==> config.mk <==
export PLATFORM = sky130hd
export DESIGN_NAME = cpu_oam_dma
export DESIGN_NICKNAME = d
export VERILOG_FILES = /design/src/rtl/cpu_oam_dma.sv
export SDC_FILE = /design/constraint.sdc
export NUM_CORES = 1
export LEC_CHECK = 0
export CAP_MARGIN = 25
export CELL_PAD_IN_SITES_DETAIL_PLACEMENT = 1
export CELL_PAD_IN_SITES_GLOBAL_PLACEMENT = 2
export CORE_ASPECT_RATIO = 0.6
export CORE_MARGIN = 2
export CORE_UTILIZATION = 25
export DETAILED_ROUTE_END_ITERATION = 7
export PLACE_DENSITY = 0.87
export SLEW_MARGIN = 30
export SYNTH_ARGS = -nofsm -noshare
export SYNTH_HDL_FRONTEND = slang
export SYNTH_SLANG_ARGS = --single-unit
==> constraint.sdc <==
create_clock -name i_CLK -period 3.6 [get_ports i_CLK]
set_input_delay 0.54 -clock i_CLK [delete_from_list [all_inputs] [get_ports i_CLK]]
set_output_delay 0.54 -clock i_CLK [all_outputs]
set_load 0.02 [all_outputs]
==> src/rtl/cpu_oam_dma.sv <==
// Sprite DMA engine on the CPU bus: a write of page P to $4014 pauses the CPU and copies $PP00..$PPFF to OAMDATA.
// Optional get/put alignment (extra dummy read on odd-parity triggers) is enabled by CPU_OAM_DMA_ODD_ALIGN_EN.
module cpu_oam_dma #(
  parameter logic [15:0] TRIG_ADDR = 16'h4014,
  parameter logic [15:0] OAM_ADDR  = 16'h2004
) (
  input  logic        i_CLK,
  input  logic        i_RST_N,
  input  logic [15:0] i_CPU_ADDR,
  input  logic [7:0]  i_CPU_DATA,
  input  logic        i_CPU_R_WN,
  input  logic [7:0]  i_BUS_DATA,
  output logic        o_PAUSE,
  output logic [15:0] o_DMA_ADDR,
  output logic [7:0]  o_DMA_DATA,
  output logic        o_DMA_R_WN,
  output logic        o_DONE,
  output logic [2:0]  o_DBG_STATE
);

  typedef enum logic [2:0] {
    IDLE  = 3'd0,
    ALIGN = 3'd1,
    EXTRA = 3'd2,
    READ  = 3'd3,
    WRITE = 3'd4
  } state_t;

  state_t     state, state_nxt;
  logic [7:0] page;
  logic [7:0] idx;
  logic [7:0] data_q;
  logic       done_q;
  logic       trigger;
  logic       last;
  logic       odd_start;

  // Handshake: none; the CPU side is snooped and the bus is owned whenever o_PAUSE is high.
  assign trigger = (state == IDLE) && (i_CPU_ADDR == TRIG_ADDR) && !i_CPU_R_WN;
  assign last    = (state == WRITE) && (idx == 8'hFF);

`ifdef CPU_OAM_DMA_ODD_ALIGN_EN
  logic parity;
  logic odd_q;

  // Free-running get/put phase; captured at the trigger edge to decide on the extra cycle.
  always_ff @(posedge i_CLK or negedge i_RST_N) begin
    if (!i_RST_N) begin
      parity <= 1'b0;
      odd_q  <= 1'b0;
    end else begin
      parity <= ~parity;
      if (trigger) odd_q <= parity;
    end
  end

  assign odd_start = odd_q;
`else
  assign odd_start = 1'b0;
`endif

  always_ff @(posedge i_CLK or negedge i_RST_N) begin
    if (!i_RST_N) state <= IDLE;
    else          state <= state_nxt;
  end

  always_comb begin
    state_nxt = state;
    case (state)
      IDLE:    if (trigger) state_nxt = ALIGN;
      ALIGN:   state_nxt = odd_start ? EXTRA : READ;
      EXTRA:   state_nxt = READ;
      READ:    state_nxt = WRITE;
      WRITE:   state_nxt = last ? IDLE : READ;
      default: state_nxt = IDLE;
    endcase
  end

  always_ff @(posedge i_CLK or negedge i_RST_N) begin
    if (!i_RST_N) begin
      page   <= 8'h00;
      idx    <= 8'h00;
      data_q <= 8'h00;
      done_q <= 1'b0;
    end else begin
      done_q <= last;
      if (trigger) begin
        page <= i_CPU_DATA;
        idx  <= 8'h00;
      end
      if (state == READ) data_q <= i_BUS_DATA;
      // idx stays 8 bits so the source never carries into the page.
      if (state == WRITE && !last) idx <= idx + 8'd1;
    end
  end

  always_comb begin
    o_DMA_ADDR = 16'h0000;
    o_DMA_DATA = 8'h00;
    o_DMA_R_WN = 1'b1;
    case (state)
      ALIGN, EXTRA, READ: o_DMA_ADDR = {page, idx};
      WRITE: begin
        o_DMA_ADDR = OAM_ADDR;
        o_DMA_DATA = data_q;
        o_DMA_R_WN = 1'b0;
      end
      default: ;
    endcase
  end

  assign o_PAUSE     = (state != IDLE);
  assign o_DONE      = done_q;
  assign o_DBG_STATE = state;

endmodule

== Word-level counts from Yosys, hierarchy flattened ==
Index checks and enable logic that the tools add are counted.

* Add/subtract/negate cells: 1
* Equal/unequal tests: 7
* Muxes and demuxes: 8
* Reduce and logical (&&, ||, !) cells: 11

{| class="wikitable"
|+ Operator list
! kind !! number
|-
| 16-bit one-hot mux with 2 select lines || 1
|-
| 8-bit two-way mux || 3
|-
| 16-bit by 15-bit == test with 1-bit output, second input constant || 1
|-
| 3-bit one-hot mux with 4 select lines || 1
|-
| 8-bit by 1-bit adder with 8-bit output, second input constant || 1
|-
| 8-bit == test, second input constant || 1
|-
| 3-bit by 2-bit == test with 1-bit output, second input constant || 2
|-
| 1-bit logical AND || 4
|-
| 3-bit by 1-bit == test with 1-bit output, second input constant || 1
|-
| 3-bit == test, second input constant || 1
|-
| 3-bit logical NOT || 1
|-
| 3-bit two-way mux || 1
|-
| 3-bit nonzero test || 1
|-
| 3-bit OR reduction || 1
|-
| 1-bit logical NOT || 2
|-
| 2-bit two-way mux || 1
|-
| 2-bit inequality test, second input constant || 1
|-
| 2-bit nonzero test || 1
|-
| 2-bit OR reduction || 1
|-
| 1-bit two-way mux || 1
|}

* Register bits after elaboration: 28
* Input port bits: 35
* Logic and storage cells: 32

== Depth between registers and ports, before layout ==
Gate-level depths: netlist of run 1.

* Depth in word-level cells: 5
* Depth in mapped cells: 7

== Worst setup path before layout of run 1 ==
OpenSTA, ideal clock, no wires.

* Path kind: register to register
* Start: reg state[2] (netlist: o_DBG_STATE[2])
* End: reg page[0]
* Arrival time: 2.131 ns
* Data required time: 3.475 ns
* Path slack: 1.344 ns
* Stages on the path, launching flop included: 6
* Buffers on the path: 1
* Period minus slack after synthesis: 2.256 ns
* Path through: dfrtp_1 > or3_4 > or4b_4 > nor3_4 > buf_6 > mux2_2

* Cells in the longest elaborated chain, start to end: 3

{| class="wikitable"
|+ Ends and longest elaborated chain
! what !! line !! text
|-
| from (decl) || 29 || <nowiki>state_t state, state_nxt;</nowiki>
|-
| from (signal assigned) || 64 || <nowiki>else state <= state_nxt;</nowiki>
|-
| 3-bit logical NOT || 39 || <nowiki>assign trigger = (state == IDLE) && (i_CPU_ADDR == TRIG_ADDR) && !i_CPU_R_WN;</nowiki>
|-
| 1-bit logical AND (2 in series) || 39 ||
|-
| to (signal assigned) || 88 || <nowiki>page <= i_CPU_DATA;</nowiki>
|-
| to (decl) || 30 || <nowiki>logic [7:0] page;</nowiki>
|}

Every way passes these cells.
A chain may end at the register's enable or synchronous reset.

== Final worst setup path of run 1 ==
* Start: reg state[2] (netlist: o_DBG_STATE[2])
* End: out o_DMA_ADDR[13]

* Cells in the longest elaborated chain, start to end: 3
* Elaborated cells on any way between the ends: 6
* Classes of those cells: 4 x eq/ne; 1 x mux; 1 x reduce/logical

{| class="wikitable"
|+ Ends and longest elaborated chain
! what !! line !! text
|-
| 3-bit by 2-bit == test with 1-bit output / 3-bit by 1-bit == test with 1-bit output (equally long branches) || 101 || <nowiki>case (state)</nowiki>
|-
| 3-bit OR reduction || 101 ||
|-
| 16-bit one-hot mux with 2 select lines * || 101 ||
|-
| to (decl) || 14 || <nowiki>output logic [15:0] o_DMA_ADDR,</nowiki>
|}

Mark *: on every way between the ends. The rest lies on a longest branch, timed or not.

==> results of run 1 <==
-- stage by stage --
step | worst slack (ns) | cell area [um^2] | instances | hold WS, ns | utilization (%)
after floorplan | 1.34 | 1430 | 149 | 0.244 | -
after global placement | 1.08 | 2160 | 290 | 0.450 | 39.0
after detailed placement | 1.02 | 2160 | 290 | 0.459 | 39.0
after CTS | 0.870 | 2200 | 293 | 0.481 | 39.8
after global routing | 0.708 | 2200 | 293 | 0.522 | 39.8
final | 0.903 | 2200 | 293 | 0.479 | 39.8
-- final cells by class --
| type | count | area, um^2 | share of cell area (%) |
|---|---|---|---|
| sequential | 28 | 701 | 31.8 |
| multi-input combinational | 111 | 684 | 31.0 |
| clock buffer | 3 | 41.3 | 1.87 |
| tap | 80 | 100 | 4.54 |
| timing repair buffer | 67 | 663 | 30.1 |
| inverter | 4 | 15.0 | 0.681 |
-- sequential cells by signal, summed over array words and instances (netlist names) --
signal / count
o_DBG_STATE: 3
data_q: 8
idx: 8
o_DONE: 1
page: 8
-- critical path, stage by stage, from the launching register on --
cell	delay (ns)
dfrtp_1	0.59
and2_1	0.27
clkinv_1	0.27
nand2_1	0.13
clkdlybuf4s50_1	0.63
-- layer usage --
| layer | routed length, um | share of wire (%) | global-route usage, % |
|---|---|---|---|
| met1 | 2000 | 50 | 19.1 |
| met2 | 1690 | 43 | 19.7 |
| met3 | 270 | 6.8 | 4.81 |
| met4 | 8 | 0.20 | 1.01 |
| met5 | 0 | 0 | 0 |
-- final timing paths --
| check | startpoint | endpoint | slack, ns |
|---|---|---|---|
| hold reg to reg | data_q[4] | data_q[4] | 0.48 |
| hold / removal | data_q[4] | data_q[4] | 0.48 |
| setup / recovery | o_DBG_STATE[2] | o_DMA_ADDR[13] | 0.90 |
| max in group asynchronous | i_RST_N | idx[4] | 2.67 |
| setup reg to reg | o_DBG_STATE[2] | page[0] | 1.09 |
| min in group asynchronous | i_RST_N | page[2] | 0.64 |
-- layout by cell type (no fill, tap or decap), drive strengths merged, types with 2 or more instances in the layout --
master / n
nor3: 4
clkdlybuf4s50: 64
o22ai: 4
nor2: 3
and4: 2
and3: 10
buf: 3
clkbuf: 3
nor4: 2
xor2: 3
and2: 14
dfrtp: 28
clkinv: 2
mux2: 8
inv: 2
nand2: 35
nand3b: 4
nand3: 4
o21ai: 6
-- kinds of logic after synthesis --
kind of cell,count (synthesis),share of synthesized area (%)
compound gates,16,7.17
xor+xnor,4,2.45
fa+ha+maj,1,0.875
buf+inv,10,3.15
flops,28,49.0
mux,8,6.30
simple gates,82,31.1
-- report_power, final --
| group | internal [mW] | total (mW) | switching (mW) | leakage [nW] |
|---|---|---|---|---|
| Clock | 0.0751 | 0.166 | 0.0909 | 0.0216 |
| Combinational | 0.417 | 0.891 | 0.474 | 0.614 |
| Sequential | 0.414 | 0.526 | 0.112 | 0.344 |
| Total | 0.906 | 1.58 | 0.677 | 0.979 |
==> reports/qor.csv, run 1 <==
metric;value;unit
CTS tree;built;
Hold Crit Class;reg2reg;
Setup Viol. Count Final;0;
vias in the first global route;1395;
FF-to-FF path depth;4;
CP endpoint kind;primary output;
Clock Skews;0.00259;ns
period utilization;74.9;%
TritonCTS buffer count;3;
overall routing resource usage;13.2;%
ratio of cells with drive above 1 in the final layout;8.92;%
initial antenna violation count;0;
Seq cells post-synth;28;
Reg clk slew, reported paths;0.09;ns
setup tns final;0;ns
row count;21;
Fillers;628;
max-cap violation count;0;
sequential-to-total area share from yosys stat;49.0;%
Ports;65;
maximum clock path buffer count;2;
Synth-to-Final Area Change;54.2;%
post-synth top area share;49.0;%
hold-critical path depth;2;
Worst Setup Start Kind;flip-flop;
maximum achievable frequency;371;MHz
first-pass GRT wire length;6780;um
Die Y;62.6;um
number of remaining DRC errors;0;
Setup Buffers After CTS;0;
Post-synth ARST share;100;%
critical-path maximum fanout;15;
synth unique cells;31;
total wire length;3960;um
Port Buf Inserts;64;
minimum clock period;2.70;ns
CTS Sinks;28;
H-tree Lvls;1;
PwrDens;718;mW/mm^2
Avg WL per Cell;13.5;um
Post-Syn Nets;185;
Starting Density;25.8;%
total number of vias;1280;
die footprint;0.00636;mm^2
first drt pass iteration count;4;
core area;0.00554;mm^2
most numerous cell in the Yosys netlist;nand2_1;
CP required;3.06;ns
net count reported at finish;251;
GR Overflow Total;0;
DPL Wire Length;3120;um
status;complete, no violations;
largest cells by area after synthesis;dfrtp_1, nand2_1, mux2_2;
Worst Tran Pin Value;0.568;ns
1st-iter DRT viols;46;
Setup CP Type;reg2out;
Final Hold Vio Count;0;
Final Max Slew Viols;0;
Peak VDD IR;0.309;mV
Primary FF master, synth;dfrtp_1;
CTS Hold Bufs;0;
dominant cell type by area after synthesis;dfrtp_1;
synthesized instance count;149;
largest net degree at the start of global routing;29;
clock root buffer;clkbuf_8;
Worst Path Arrival;2.16;ns
Placer Congestion;0.724;
cts repair resizes;0;
antenna cells;0;
Design Power;1.58;mW
Worst-Skew Late Latency;0.27;ns
RSZ-0062 raised after global routing;no;
synth cell count leaders;nand2_1, dfrtp_1, and2_1, and3_1, mux2_2;
Yosys Warn Count;0;
ANT nets after route;0;
Chip Width;102;um
via/cell ratio;4.37;
Cell Area, Synth;0.00143;mm^2
Post-synth EDFFs;0;
Slew Limit Headroom;61.9;%
static leakage;0.979;nW
Post-Syn Area per Cell;9.60;um^2
No activity file was read; power rests on OpenSTA's default activity.
==> inputs of run 2 (changes only) <==
--- a/config.mk
+++ b/config.mk
@@ -10,9 +10,9 @@
 export CELL_PAD_IN_SITES_GLOBAL_PLACEMENT = 2
 export CORE_ASPECT_RATIO = 0.6
 export CORE_MARGIN = 2
-export CORE_UTILIZATION = 25
+export CORE_UTILIZATION = 21
 export DETAILED_ROUTE_END_ITERATION = 7
-export PLACE_DENSITY = 0.87
+export PLACE_DENSITY = 0.78
 export SLEW_MARGIN = 30
 export SYNTH_ARGS = -nofsm -noshare
 export SYNTH_HDL_FRONTEND = slang
==> constraint.sdc (replaced) <==
create_clock -name i_CLK -period 2.47 [get_ports i_CLK]
set_input_delay 0.3705 -clock i_CLK [delete_from_list [all_inputs] [get_ports i_CLK]]
set_output_delay 0.3705 -clock i_CLK [all_outputs]
set_load 0.02 [all_outputs]
==> run 2 against run 1 <==
Net effect: power grew 58%; clock power rose by 140%; clock skew increased by 0.0015 ns; worst setup slack worse by 0.79 ns.
==> reports/qor.csv, run 2 (synthesis gave the netlist of run 1 again) <==
metric;value;unit;change
status;complete, no violations;;
maximum achievable frequency;424;MHz;
Worst-Skew Late Latency;0.26;ns;about the same
CP Cell Sequence;nor2_2, buf_4, nor2_1, buf_4, and2_1, clkdlybuf4s50_1;;
Setup Viol. Count Final;0;;unchanged
Post-DP Area;0.00220;mm^2;+1.8%
maximum clock path buffer count;2;;unchanged
Worst Tran Pin Value;0.490;ns;-0.0780 ns
CP top delay family;buffers and inverters;;
CP required;2.10;ns;-0.96 ns
Setup CP Type;reg2out;;
worst path bufs/invs;3;;+1
most used cell, CP;buf_4;;
RSZ-0062 raised after global routing;no;;
net count reported at finish;255;;+1.6%
first-pass GRT wire length;7230;um;+6.7%
antenna cells;0;;unchanged
Clock Skews;0.00407;ns;+0.00148 ns
DPL Wire Length;3350;um;+7.3%
Final Max Slew Viols;0;;unchanged
critical-path maximum fanout;15;;unchanged
max-cap violation count;0;;unchanged
final core occ;34.9;%;-4.9 points
Port Buf Inserts;64;;unchanged
ANT nets after route;0;;unchanged
1st-iter DRT viols;38;;-17%
minimum clock period;2.36;ns;
placed insts;301;;+3.8%
CTS Sinks;28;;unchanged
total number of vias;1335;;+4.3%
post-route cell area;0.00231;mm^2;+4.8%
clock root buffer;clkbuf_16;;
Chip Width;111;um;+8.8%
total wire length;4550;um;+15%
Worst R2R Setup Slack;0.12;ns;-0.97 ns
Slew Limit Headroom;67.3;%;+5.4 points
Die Y;67.9;um;+8.5%
initial antenna violation count;0;;unchanged
GR Overflow Total;0;;unchanged
Hold Crit Class;reg2reg;;
hold-critical path depth;2;;unchanged
met2 Track Usage GR;20.3;%;+0.59 points
Worst Setup Start Kind;flip-flop;;
R2R Path Start;o_DBG_STATE[0];;
Final Hold Vio Count;0;;unchanged
Ports;65;;unchanged
overall routing resource usage;12.3;%;-0.98 points
row count;23;;+9.5%
first drt pass iteration count;4;;unchanged
Peak VDD IR;0.401;mV;+30%
ratio of cells with drive above 1 in the final layout;12.4;%;+3.5 points
Min Hold Slack;0.471;ns;-0.00802 ns
hold path startpoint;data_q[3];;
die footprint;0.00751;mm^2;+18%
Global Route met1 Usage;16.9;%;-2.2 points
most common cell after layout, fill and taps aside;clkdlybuf4s50_1;;
Non-Filler Instances;305;;+4.1%
Reg clk slew, reported paths;0.07;ns;-0.02 ns
Placer Congestion;0.719;;-0.75%
grt peak-use layer;met2;;
period utilization;95.6;%;
H-tree Lvls;1;;unchanged
FF-to-FF path depth;4;;unchanged
Avg WL per Cell;14.9;um;+10%
commonest non-fill, non-tap cells in the layout;clkdlybuf4s50_1, nand2_1, dfrtp_1;;
Slowest Stage Delay on Critical Path;0.53;ns;-0.10 ns
Worst path slowest cell;clkdlybuf4s50_1;;
M3 GR Usage;3.10;%;-1.7 points
CP endpoint kind;primary output;;
core area;0.00662;mm^2;+19%
number of remaining DRC errors;0;;unchanged
Worst Path Arrival;1.99;ns;-0.17 ns
Synth-to-Final Area Change;61.6;%;
CTS Hold Bufs;0;;unchanged
PwrDens;1080;mW/mm^2;+51%
largest net degree at the start of global routing;29;;unchanged
CTS tree;built;;
static leakage;1.12;nW;+14%
vias in the first global route;1316;;-5.7%
Starting Density;21.6;%;-4.2 points
end of the worst hold path;data_q[3];;
setup tns final;0;ns;unchanged
via/cell ratio;4.38;;+0.19%
FF-to-FF End;page[5];;
TritonCTS buffer count;3;;unchanged
top flop regs;data_q: 8 flops, idx: 8 flops, page: 8 flops;;
## run 2: cell types whose count changed in the layout (fill, tap and decap cells not counted), sizes merged
cell	delta
clkdlybuf4s50	-6
clkbuf	+1
dlymetal6s2s	+6
buf	+4
## run 2: worst max-delay path by stage
stage | start | to | slack (ns) | depth (start not counted)
after floorplan | o_DBG_STATE[2] | page[0] | 0.21 | 5
after global placement | i_CPU_ADDR[15] | page[2] | 0.18 | 4
after detailed placement | i_CPU_ADDR[15] | page[7] | 0.1 | 4
after CTS | o_DBG_STATE[0] | o_DMA_ADDR[4] | 0.05 | 6
after global routing | o_DBG_STATE[0] | o_DMA_ADDR[7] | 0.002 | 6
final | o_DBG_STATE[0] | o_DMA_ADDR[7] | 0.11 | 6
## run 2: power breakdown
group	switching (mW)	internal (mW)
clock network	0.154	0.248
logic	0.733	0.618
registers	0.148	0.606
## run 2: area by class of cell
type,instances,area (um^2)
clock buffer,4,88.8
fill,754,4310
inverter,4,16.3
multi-input combinational,111,687
sequential,28,702
tap,87,109
timing repair buffer,71,708
## run 2: per-stage QoR
step	setup slack, ns	power, mW
2_1_floorplan	0.214	1.48
3_3_place_gp	0.176	2.09
3_5_place_dp	0.0982	2.12
4_1_cts	0.0532	2.55
5_1_grt	0.00193	2.69
6_report	0.109	2.51
## run 2: routing by layer
layer / share of wire (%) / vias to the layer above
met5: 0 / -
met4: 0.26 / 0
met3: 4.1 / 2
met2: 47 / 23
met1: 49 / 658
li1: - / 652
## run 2: repair_timing
item                       CTS  global route
resized for setup            1             8
setup buffers                0             0
setup endpoints to repair    1            15
## run 2: worst min-delay path: stages (launching register included)
cell,delay (ns)
dfrtp_1,0.34
nand2_1,0.05
nand2_1,0.05
==> inputs of run 3 (changes only) <==
--- a/config.mk
+++ b/config.mk
@@ -11,6 +11,7 @@
 export CORE_ASPECT_RATIO = 0.6
 export CORE_MARGIN = 2
 export CORE_UTILIZATION = 21
+export CTS_CLUSTER_DIAMETER = 120
 export DETAILED_ROUTE_END_ITERATION = 7
 export PLACE_DENSITY = 0.78
 export SLEW_MARGIN = 30
==> results of run 3 <==
The final DEF is identical to that of run 2; final timing and power are the same.
==> RTL change, RTL diff (flow settings as in run 3) <==
Put a register stage on the output `o_DMA_DATA`, with the module's reset. The value now appears one clock later. The other outputs are not delayed to match.
--- a/src/rtl/cpu_oam_dma.sv
+++ b/src/rtl/cpu_oam_dma.sv
@@ -26,4 +26,6 @@
     WRITE = 3'd4
   } state_t;
+
+  logic [7:0] o_DMA_DATA_d;
 
   state_t     state, state_nxt;
@@ -97,5 +99,5 @@
   always_comb begin
     o_DMA_ADDR = 16'h0000;
-    o_DMA_DATA = 8'h00;
+    o_DMA_DATA_d = 8'h00;
     o_DMA_R_WN = 1'b1;
     case (state)
@@ -103,5 +105,5 @@
       WRITE: begin
         o_DMA_ADDR = OAM_ADDR;
-        o_DMA_DATA = data_q;
+        o_DMA_DATA_d = data_q;
         o_DMA_R_WN = 1'b0;
       end
@@ -114,4 +116,12 @@
   assign o_DBG_STATE = state;
 
+  always_ff @(posedge i_CLK or negedge i_RST_N) begin
+    if (!i_RST_N) begin
+      o_DMA_DATA <= '0;
+    end else begin
+      o_DMA_DATA <= o_DMA_DATA_d;
+    end
+  end
+
 endmodule
 
Function: changed (a bounded check fails within 4 cycles, from zero or initial values and one cycle with i_RST_N low).
==> RTL change against run 3 <==
Final area up 13%. Routed wire length rose by 0.42%. Synthesized cell count up 8.7%. Critical path type is now flop to flop. Clock skew increased by 2.0 ps. Highest routed layer unchanged. Sequential power grew 17%. First-iteration DRC count shrank 82%. Synthesized area up 14%. Worst setup slack got worse by 13 ps. Total power grew 17%. Sequential cell count rose by 8.
==> RTL change: results (changes against run 3) <==
[critical_path]
path_max_fanout = 9  ; -6
cp_top_family = simple AND/OR/NAND/NOR gates
slowest_stage = or4b_4
worstRegToRegCells = 5  ; +1

[run_status]
status = complete, no violations

[global_routing]
grt_pass1_vias = 1589  ; +21%
grt_pass1_wl_um = 7783  ; +7.6%
grt_max_degree = 37  ; +28%
grtUsageTotal_pct = 11.70  ; -0.57 points

[finish]
fin_cells = 342  ; +12%
nets = 273  ; +7.1%

[cts]
h-tree-depth = 2  ; +1
clock_latency_ps = 280  ; +20 ps
clkSlewWorstSetupHoldPaths_ps = 50  ; -20 ps

[logic_synthesis]
syn_inst = 162  ; +8.7%
synthAdderAreaFrac_pct = 0.7663  ; -0.11 points
synth-xor-area-share_pct = 1.609  ; -0.84 points
synth-compound-area-share_pct = 7.433  ; +0.26 points
syn_nets = 198  ; +7.0%
synthTopCellsByCount = nand2_1, dfrtp_1, and2_1

[hold_path]
hp-class = input pin to async pin

[floorplan]
num_rows = 24  ; +4.3%

[power_and_ir_drop]
max-vdd-ir-drop_mv = 0.4718  ; +18%

[drt]
initialDrtViolationCount = 7  ; -82%
vias_per_cell = 4.310  ; -1.5%

[placement]
dp_hpwl_um = 3411  ; +1.9%

[RTL change: changes by cell type after synthesis, moves of 2 or more]
cell,delta
a21oi_1,+3
dfrtp_1,+8
nand2_1,+2
nand3b_1,-2
nor2b_1,+2
o21a_1,+2
o21ai_0,+5
o22ai_1,-2
xor2_1,-2
[RTL change: power breakdown]
group	switching [mW]	internal, mW
registers	0.132	0.750
clock network	0.238	0.397
logic	0.766	0.660
total	1.14	1.81
[RTL change: worst register-to-register path: stages (launching register included)]
cell and delay [ps]:
dfrtp_1 380, buf_4 160, or3_4 380, or4b_4 520, nor3_4 420, mux2_2 390
[RTL change: worst max path at each step]
stage / to / slack, ps / depth (start not counted)
2_1_floorplan: page[0] / 220 / 4
3_3_place_gp: page[3] / 160 / 5
3_5_place_dp: page[3] / 130 / 5
4_1_cts: o_DMA_ADDR[2] / 0.8 / 6
5_1_grt: page[1] / -8 / 5
6_report: page[4] / 100 / 5
[RTL change: metal layers]
metal  track usage [%]  wire (µm)  up-vias
met5                 0          0        -
met4             3.614         55        0
met3             3.381        215        5
met2             17.83       1960       37
met1             16.19       2338      731
li1                  -          -      701
[RTL change: cell type report]
| type | instances | area (µm²) |
|---|---|---|
| clock buffers | 6 | 138.9 |
| inverters | 3 | 11.26 |
| clock inverters | 2 | 10.01 |
| multi-input cells | 118 | 711.9 |
| flip-flops and latches | 36 | 900.9 |
| well taps | 104 | 130.1 |
| fillers | 880 | 4772 |
| repair buffers | 73 | 711.9 |
[RTL change: logic make-up (layout without fill, tap and decap cells)]
| group | count (synthesis) | after routing |
|---|---|---|
| DFF | 36 | 36 |
| adders and majority gates | 1 | 1 |
| AOI/OAI and AO/OA | 21 | 21 |
| and+or+nand+nor | 85 | 85 |
| buffers and inverters | 8 | 84 |
| muxes | 8 | 8 |
| xor gates and xnor gates | 3 | 3 |
[RTL change: timing repair]
item | in CTS | in global routing
pin swaps | 0 | 0
setup endpoints to repair | 15 | 5
gates resized for setup | 1 | 5
[RTL change: metrics by stage]
stage	utilization [%]	worst slack [ps]	area [µm²]
after floorplan	-	223.8	1633
after global placement	33.13	159.6	2447
after detailed placement	33.13	125.7	2447
after CTS	35.18	0.7796	2599
after global routing	35.40	-8.081	2615
final	35.40	96.14	2615
